File: config.mk
export PLATFORM = sky130hd
export DESIGN_NAME = dense_layer_ctrl
export DESIGN_NICKNAME = d
export VERILOG_FILES = /design/src/rtl/dense_layer_ctrl.sv
export SDC_FILE = /design/constraint.sdc
export NUM_CORES = 1
export LEC_CHECK = 0
export BUFFER_PORTS_ARGS = -buffer_cell sky130_fd_sc_hd__buf_2
export CAP_MARGIN = 15
export CORE_AREA = 2 2 69 88
export DETAILED_ROUTE_END_ITERATION = 12
export DIE_AREA = 0 0 71 90
export PLACE_DENSITY = 0.83
export SLEW_MARGIN = 15
export SYNTH_ARGS = -nofsm -noshare
export SYNTH_HDL_FRONTEND = slang
export SYNTH_SLANG_ARGS = --single-unit
File: constraint.sdc
create_clock -name clk -period 5.23 [get_ports clk]
set_input_delay 1.569 -clock clk [delete_from_list [all_inputs] [get_ports clk]]
set_output_delay 1.569 -clock clk [all_outputs]
set_load 0.005 [all_outputs]
File: src/rtl/dense_layer_ctrl.sv
// rtl/dense_layer_ctrl.sv - fully-connected layer sequencer driving one shared neuron via start/done.
// Define DENSE_RELU_EN to clamp negative neuron results to zero before they are emitted.
module dense_layer_ctrl #(
  parameter  int SIZE    = 2,
  parameter  int WIDTH   = 8,
  parameter  int NEURONS = 4,
  localparam int AW      = $clog2(NEURONS*SIZE) + 1,
  localparam int JW      = $clog2(NEURONS) + 1,
  localparam int KW      = $clog2(SIZE) + 1
) (
  input  logic                    clk,
  input  logic                    reset,
  input  logic                    layer_start,
  input  logic [WIDTH*SIZE-1:0]   inputs_in,
  output logic                    wmem_rd,
  output logic [AW-1:0]           wmem_addr,
  input  logic [WIDTH-1:0]        wmem_data,
  output logic                    n_start,
  output logic [WIDTH*SIZE-1:0]   n_weights,
  output logic [WIDTH*SIZE-1:0]   n_inputs,
  input  logic [2*WIDTH:0]        n_result,
  input  logic                    n_done,
  output logic                    out_valid,
  input  logic                    out_ready,
  output logic [2*WIDTH:0]        out_data,
  output logic [JW-1:0]           out_index,
  output logic                    busy,
  output logic                    layer_done
);

  localparam logic [2:0] IDLE  = 3'd0;
  localparam logic [2:0] LOAD  = 3'd1;
  localparam logic [2:0] START = 3'd2;
  localparam logic [2:0] WAIT  = 3'd3;
  localparam logic [2:0] EMIT  = 3'd4;
  localparam logic [2:0] DONE  = 3'd5;

  logic [2:0]            state_q, state_d;
  logic [JW-1:0]         j_q, j_d;
  logic [KW-1:0]         k_q, k_d;
  logic [AW-1:0]         addr_q;
  logic                  rdv_q;
  logic [KW-1:0]         rdi_q;
  logic [WIDTH*SIZE-1:0] wts_q;
  logic [WIDTH*SIZE-1:0] inp_q;
  logic [2*WIDTH:0]      odata_q, odata_d;
  logic [JW-1:0]         oidx_q, oidx_d;
  logic                  ovalid_q, ovalid_d;
  logic                  rd;
  logic [AW-1:0]         cur_addr;
  logic [2*WIDTH:0]      result_v;

  assign rd       = (state_q == LOAD) && (k_q < KW'(SIZE));
  assign cur_addr = AW'(j_q) * AW'(SIZE) + AW'(k_q);

  // Address is live during a read and parked on the last issued value otherwise.
  assign wmem_rd    = rd;
  assign wmem_addr  = rd ? cur_addr : addr_q;
  assign n_start    = (state_q == START);
  assign n_weights  = wts_q;
  assign n_inputs   = inp_q;
  assign out_valid  = ovalid_q;
  assign out_data   = odata_q;
  assign out_index  = oidx_q;
  assign busy       = (state_q != IDLE);
  assign layer_done = (state_q == DONE);

`ifdef DENSE_RELU_EN
  assign result_v = n_result[2*WIDTH] ? '0 : n_result;
`else
  assign result_v = n_result;
`endif

  always_comb begin
    state_d  = state_q;
    j_d      = j_q;
    k_d      = k_q;
    odata_d  = odata_q;
    oidx_d   = oidx_q;
    ovalid_d = ovalid_q;
    case (state_q)
      IDLE: begin
        if (layer_start) begin
          state_d = LOAD;
          j_d     = '0;
          k_d     = '0;
        end
      end
      LOAD: begin
        // The extra cycle at k==SIZE lets the final read data land in the weight register.
        if (k_q < KW'(SIZE)) k_d = k_q + KW'(1);
        else                 state_d = START;
      end
      START: state_d = WAIT;
      WAIT: begin
        if (n_done) begin
          odata_d  = result_v;
          oidx_d   = j_q;
          ovalid_d = 1'b1;
          state_d  = EMIT;
        end
      end
      EMIT: begin
        if (out_ready) begin
          ovalid_d = 1'b0;
          if (j_q == JW'(NEURONS-1)) begin
            state_d = DONE;
          end else begin
            j_d     = j_q + JW'(1);
            k_d     = '0;
            state_d = LOAD;
          end
        end
      end
      DONE: begin
        state_d = IDLE;
        j_d     = '0;
        k_d     = '0;
      end
      default: state_d = IDLE;
    endcase
  end

  always_ff @(posedge clk or posedge reset) begin
    if (reset) begin
      state_q  <= IDLE;
      j_q      <= '0;
      k_q      <= '0;
      addr_q   <= '0;
      rdv_q    <= 1'b0;
      rdi_q    <= '0;
      wts_q    <= '0;
      inp_q    <= '0;
      odata_q  <= '0;
      oidx_q   <= '0;
      ovalid_q <= 1'b0;
    end else begin
      state_q  <= state_d;
      j_q      <= j_d;
      k_q      <= k_d;
      odata_q  <= odata_d;
      oidx_q   <= oidx_d;
      ovalid_q <= ovalid_d;
      rdv_q    <= rd;
      rdi_q    <= k_q;
      if (rd) addr_q <= cur_addr;
      if (state_q == IDLE && layer_start) inp_q <= inputs_in;
      if (rdv_q) begin
        for (int e = 0; e < SIZE; e++) begin
          if (rdi_q == KW'(e)) wts_q[e*WIDTH +: WIDTH] <= wmem_data;
        end
      end
    end
  end

endmodule

After elaboration in Yosys (flattened, before gate mapping) --
Index checks and enable logic that the tools add are counted.
Storage, ports and cells: output and inout bits 61, register bits 68, input bits 46
Cells by class: reductions and logical operators 15, order comparisons 1, $add $sub $neg 3, equality and inequality tests 13, multiplexer cells 19
Operators with widths (number):
- two-way mux 3 bit | 8
- one-hot mux 3 bit (5 select lines) | 1
- != test 2 bit, second input constant | 5
- == test 3 x 2 -> 1 bit, second input constant | 3
- one-hot mux 3 bit (3 select lines) | 1
- two-way mux 2 bit | 4
- one-hot mux 2 bit (4 select lines) | 1
- AND reduction 4 bit | 2
- == test 3 bit, second input constant | 2
- AND reduction 2 bit | 3
- nonzero test 3 bit | 2
- AND reduction 5 bit | 1
- adder 4 x 2 -> 4 bit | 1
- two-way mux 4 bit | 1
- nonzero test 4 bit | 1
- adder 3 x 1 -> 3 bit, second input constant | 1
- == test 3 x 1 -> 1 bit, second input constant | 1
- zero test 3 bit | 1
- AND reduction 3 bit | 1
- adder 2 x 1 -> 2 bit, second input constant | 1
- == test 2 x 1 -> 1 bit, second input constant | 1
- logical AND 1 bit | 2
- zero test 2 bit | 1
- less-than comparator 2 bit, second input constant | 1
- other kinds (4) | 5

Depth between registers and ports, before layout --
Gate-level depths: netlist of the first run.
word-level depth 4, gate-level depth with buffers 5, depth with buffers taken out 5

Worst setup path after synthesis of the first run --
Ideal clock, no wire load.
path kind reg2out, from register state_q[2], to output wmem_addr[0], stages on the path, launching flop included 3, path slack 2360 ps, arrival 1301 ps, path buffers 0, cell sequence dfrtp_1 nor4b_4 mux2_2
Between the ends: word-level cells in the longest chain between the ends 3
RTL lines:
- start, declared | RTL line 38 | logic [2:0] state_q, state_d;
- start signal, assigned | RTL line 138 | state_q <= state_d;
- == test 3 x 1 -> 1 bit | RTL line 53 | assign rd = (state_q == LOAD) && (k_q < KW'(SIZE));
- logical AND 1 bit | RTL line 53
- named net wmem_rd | RTL line 15 | output logic wmem_rd,
- two-way mux 4 bit
- end, declared | RTL line 16 | output logic [AW-1:0] wmem_addr,
The timed path passes the listed nets, and every way through them passes these cells.

Final worst setup path of the first run --
from register state_q[2], to output wmem_addr[1]
Between the ends: word-level cells in the longest chain between the ends 3
RTL lines (RTL line):
- == test 3 x 1 -> 1 bit | 53
- logical AND 1 bit | 53
- two-way mux 4 bit
No other way between the ends.

==> impl_metrics.ini, run 1 <==
[detailed_routing]
dr_total_vias = 1882
drc = 0
wire_per_inst_um = 15.5
avgViaCountPerCell = 5.13
drt_iter0_drc = 128
routed_wirelength_um = 5670
final_antenna_net_count = 0
drtPass1Iterations = 4

[grt]
grt_pass1_vias = 1928
grt_pass1_wl_um = 9490
grt_usage = 0.189
grt_max_degree = 56
grt_overflow_total = 0
antenna_found_initial = 0

[critical_path]
cp_cell_sequence = nor4b_4 -> mux2_2 -> buf_2
crit_arrival_ps = 2080
path_delay_family = simple AND/OR/NAND/NOR gates
worst-setup-path-type = reg -> out
start_kind = register
cp_slowest_cell = nor4b_4
critPathMaxStageDelay_ps = 610
path_max_fanout = 15
end_kind = output pin
critPathBufInv = 1
critPathRequiredTime_ps = 3660

[power_and_ir_drop]
power.static_leakage_nw = 1.89
power_per_cell_area_nw_per_um2 = 619
p_total_mw = 2.27
max-vdd-ir-drop_uv = 311

[floorplan]
start_util = 0.512
num_rows = 31
pin_count = 107
coreArea_sq_um = 5620
die_area_sq_um = 6390
die_x_um = 71
die_height_um = 90

[run_status]
status = finished, final reports clean

[timing]
worstMarginPinSlew_ps = 924
report.final.slew_viol_count = 0
setup_viol = 0
tns_ps = 0
finClkSkew_ps = 7.76
rsz0062_at_grt = no
fin_crit_ps = 3640
hold_viol_final = 0
fmax_mhz = 274
post-route-period-util = 0.697
slew_headroom = 0.384

[clock_network]
clkSlewWorstSetupHoldPaths_ps = 70
cts_tree = yes
clk_path_buf_depth = 2
clock_latency_ps = 330
root_buffer = clkbuf_8
cts_setup_buffers = 0
cts_resized = 0
clock_sinks = 68
htree_levels = 3
cts_buffers = 9
cts_hold_buf = 0

[placement]
gp_congestion = 0.784
dp_hpwl_um = 3960
numPortBuffers = 106

[yosys]
yosys.area.top_type_share = 0.591
synth_area_leaders = dfrtp_1 59%, mux2_4 14%, mux2_2 11%, ha_1 1.7%, buf_6 1.2%
syn-num-nets = 235
yosys_warnings = 0
syn_inst = 185
synthArstFlopShare = 1.00
synth_ff_type = dfrtp_1
syn-cell-area_sq_um = 2880
syn_area_per_cell_sq_um = 15.6
synth.distinct_cells = 35
synth-seq-cells = 68
yosysSeqAreaShare = 0.591
synth_edf_count = 0
synth_area_leader_cell = dfrtp_1

[cells_and_area]
diodes = 0
area_delta_synth_final_pct = 27.7
drive_above_1_share = 0.611
fin_nets = 347
fillCellCount = 418

[run]
cap_violations = 0

[hold_path]
hp-class = reg -> reg
[metal layers]
metal / part of all wire / track usage / vias up
li1: - / - / 886
met1: 0.44 / 0.241 / 926
met2: 0.50 / 0.298 / 64
met3: 0.051 / 0.0561 / 6
met4: 0.015 / 0.0786 / 0
met5: 0 / 0 / -
[final cells by class]
cell class | instances | area [sq um] | area share
Clock buffer | 11 | 151 | 0.0412
Clock inverter | 4 | 72.6 | 0.0198
Inverter | 5 | 20.0 | 0.00545
Multi-Input combinational cell | 105 | 1100 | 0.299
Sequential cell | 68 | 1700 | 0.463
Tap cell | 66 | 82.6 | 0.0225
Timing Repair Buffer | 108 | 546 | 0.149
[cells in the final DEF (no fill, tap or decap), drive strengths merged]
cell | netlist | layout
nand2b | 3 | 3
nor3b | 1 | 1
o211ai | 1 | 1
xnor2 | 1 | 1
a311oi | 1 | 1
o31ai | 1 | 1
a21o | 1 | 1
or3 | 2 | 2
and3b | 1 | 1
buf | 7 | 108
mux2 | 55 | 55
a21oi | 5 | 5
nand3 | 4 | 4
nand2 | 4 | 4
nand3b | 2 | 2
a211oi | 1 | 1
dfrtp | 68 | 68
nor3 | 1 | 1
clkinv | 0 | 2
nor4b | 2 | 2
clkinvlp | 0 | 1
and3 | 1 | 1
inv | 5 | 4
o311ai | 1 | 1
ha | 4 | 4
a41oi | 2 | 2
nor2b | 2 | 2
o21ai | 4 | 4
o22a | 1 | 1
nor2 | 4 | 4
clkbuf | 0 | 11
bufinv | 0 | 2
[cell usage after synthesis (3+ instances only)]
cell / n
dfrtp_1: 68
nor2_1: 4
nand2_1: 4
o21ai_0: 4
nand3_1: 3
mux2_4: 27
inv_1: 5
ha_1: 4
a21oi_1: 5
buf_6: 3
mux2_2: 28
nand2b_1: 3
[sequential cells by signal, indices dropped and copies added (netlist names)]
register and cells:
out_index 3, rdv_q 1, n_inputs 16, state_q 3, j_q 3, n_weights 16, addr_q 4, out_data 17
out_valid 1, k_q 2, rdi_q 2
[stage by stage]
stage          instance area (sq um)  instances  setup slack [ps]  utilization  hold WS (ps)
6_report                        3670        367              1590        0.653           448
5_1_grt                         3670        367              1460        0.653           477
4_1_cts                         3670        367              1560        0.653           452
3_5_place_dp                    3450        352              1930        0.613           433
3_3_place_gp                    3450        352              2000        0.613           427
2_1_floorplan                   2880        185              1950            -           403
[cell families (layout without fill, tap and decap cells)]
kind of cell	after synthesis	after routing	synth area share
AND/OR/NAND/NOR	27	27	0.0669
multiplexers	55	55	0.250
flip-flops	68	68	0.591
buffers and inverters	12	128	0.0296
AO/OA/AOI/OAI	18	18	0.0413
adder cells (fa/ha/maj)	4	4	0.0174
XOR/XNOR	1	1	0.00304
[where the power goes]
| part | switching [mW] | leakage, nW | internal [mW] | total (mW) |
|---|---|---|---|---|
| clock network | 0.194 | 0.111 | 0.291 | 0.485 |
| logic | 0.325 | 0.954 | 0.514 | 0.839 |
| registers | 0.172 | 0.820 | 0.778 | 0.950 |
| total | 0.690 | 1.89 | 1.58 | 2.27 |
[path summary, 6_finish.rpt]
kind,end,cells after the start,start,slack [ps]
max,wmem_addr[1],3,state_q[2]$_DFFE_PP0P_,1590
min,rdi_q[0]$_DFF_PP0_,0,k_q[0]$_DFFE_PP0P_,450
max reg2reg,out_data[6]$_DFFE_PP0P_,3,state_q[0]$_DFFE_PP0P_,3090
min reg2reg,rdi_q[0]$_DFF_PP0_,0,k_q[0]$_DFFE_PP0P_,450
max in group asynchronous,n_weights[12]$_DFFE_PP0P_,3,reset,3100
min in group asynchronous,n_weights[14]$_DFFE_PP0P_,2,reset,1400
Note: power is estimated with default switching activity, not from simulation.
==> run 2: changes to the inputs <==
Settings changed: CORE_AREA 2 2 69 88 to 2 2 76 96, DIE_AREA 0 0 71 90 to 0 0 78 98, PLACE_DENSITY 0.83 to 0.74.
Clock period 5.23 ns to 2.95 ns, I/O delays scaled along.
==> impl_metrics.ini, run 2 (synthesized netlist as in run 1, its figures left out) <==
[run_status]
status = finished, final reports clean

[clock_network]
cts_resized = 0
root_buffer = clkbuf_8
clk_path_buf_depth = 2
cts_setup_buffers = 0
clock_sinks = 68
cts_hold_buf = 0
clkSlewWorstSetupHoldPaths_ps = 70
htree_levels = 3
clock_latency_ps = 330
cts_tree = yes
cts_buffers = 9

[timing]
finClkSkew_ps = 8.60
fin_ws_ps = 194
fin_crit_ps = 2760
setup_viol = 0
post-route-period-util = 0.934
hold_viol_final = 0
worstMarginPinSlew_ps = 769
fmax_mhz = 363
tns_ps = 0
slew_headroom = 0.487
rsz0062_at_grt = no
report.final.slew_viol_count = 0

[power_and_ir_drop]
power.static_leakage_nw = 1.89
power_per_cell_area_nw_per_um2 = 1040
clkPwrFrac = 0.174
switching_share = 0.309
seqPwrFrac = 0.427
pwr-share-comb = 0.399
p_sw_mw = 1.19
max-vdd-ir-drop_uv = 655
p_total_mw = 3.85
intPower_mw = 2.66

[detailed_routing]
avgViaCountPerCell = 4.85
routed_wirelength_um = 5550
drc = 0
final_antenna_net_count = 0
drt_iter0_drc = 44
dr_total_vias = 1917
wire_per_inst_um = 14.0
drtPass1Iterations = 4

[floorplan]
die_area_sq_um = 7640
coreArea_sq_um = 6810
die_height_um = 98
start_util = 0.423
pin_count = 107
die_x_um = 78
num_rows = 34

[grt]
grt_max_degree = 39
grt_overflow_total = 0
grt_pass1_vias = 1925
grt_usage = 0.156
antenna_found_initial = 0
grt_pass1_wl_um = 9380

[critical_path]
critPathRequiredTime_ps = 2070
path_max_fanout = 13
cp_slowest_cell = dfrtp_1
crit_arrival_ps = 1870
start_kind = register
end_kind = output pin
worst-setup-path-type = reg -> out
critPathMaxStageDelay_ps = 540
cp_cell_sequence = nor4b_4 -> buf_4 -> mux2_2 -> buf_2

[placement]
placed_cells = 378
dp_hpwl_um = 3960
gp_congestion = 0.763
pre_cts_slack_ps = 386
numPortBuffers = 106

[cells_and_area]
final_cell_mix = 106 x buf_2, 68 x dfrtp_1, 28 x mux2_2
fin_nets = 351
area_delta_synth_final_pct = 28.5
fillCellCount = 593
drive_above_1_share = 0.616
final_util = 0.543
final_common_cell = buf_2
diodes = 0
largest_reg_flops = 17
stdcell_count = 395

[run]
cap_violations = 0

[hold_path]
hp-class = reg -> reg
## run 2: stage by stage
stage	area (sq um)	hold WS, ps
floorplan	2880	403
global placement	3510	434
detailed placement	3510	437
CTS	3680	452
global route	3700	478
finish	3700	458
## run 2: power by group through the flow
stage          logic (mW)  registers [mW]  clock network (mW)
2_1_floorplan       0.930            1.67                   0
3_3_place_gp         1.51            1.64                   0
3_5_place_dp         1.54            1.66                   0
4_1_cts              1.55            1.65               0.704
5_1_grt              1.68            1.71               0.748
6_report             1.53            1.64               0.672
## run 2: area by class of cell
cell class	instances	area, sq um	share of cell area
repair buffers	112	588	0.159
multi-input cells	105	1100	0.297
well taps	90	113	0.0305
clock buffers	11	151	0.0409
inverters	5	18.8	0.00508
flip-flops and latches	68	1700	0.460
clock inverters	4	25.0	0.00677
## run 2: worst paths after layout
path | from | end | slack [ps] | depth (start not counted)
setup reg to reg | state_q[2]$_DFFE_PP0P_ | out_data[11]$_DFFE_PP0P_ | 910 | 4
setup / recovery | state_q[1]$_DFFE_PP0P_ | wmem_addr[2] | 190 | 4
hold reg to reg | k_q[0]$_DFFE_PP0P_ | rdi_q[0]$_DFF_PP0_ | 460 | 0
max in group asynchronous | reset | addr_q[0]$_DFF_PP0_ | 1690 | 3
min in group asynchronous | reset | n_inputs[4]$_DFFE_PP0P_ | 630 | 2
hold / removal | k_q[0]$_DFFE_PP0P_ | rdi_q[0]$_DFF_PP0_ | 460 | 0
## run 2: worst max-delay path, delay by kind of cell, from the launching register on
kind / cells / cell delay (ps)
DFF: 1 / 540
and+or+nand+nor: 1 / 310
buffers and inverters: 2 / 330
muxes: 1 / 350
## run 2: layer usage
layer | global-route usage | part of all wire | wire length [um] | up-vias
met4 | 0.0648 | 0.020 | 110 | 0
met3 | 0.0351 | 0.055 | 305 | 12
met1 | 0.201 | 0.42 | 2330 | 947
met5 | 0 | 0 | 0 | -
met2 | 0.254 | 0.50 | 2800 | 65
li1 | - | - | - | 893
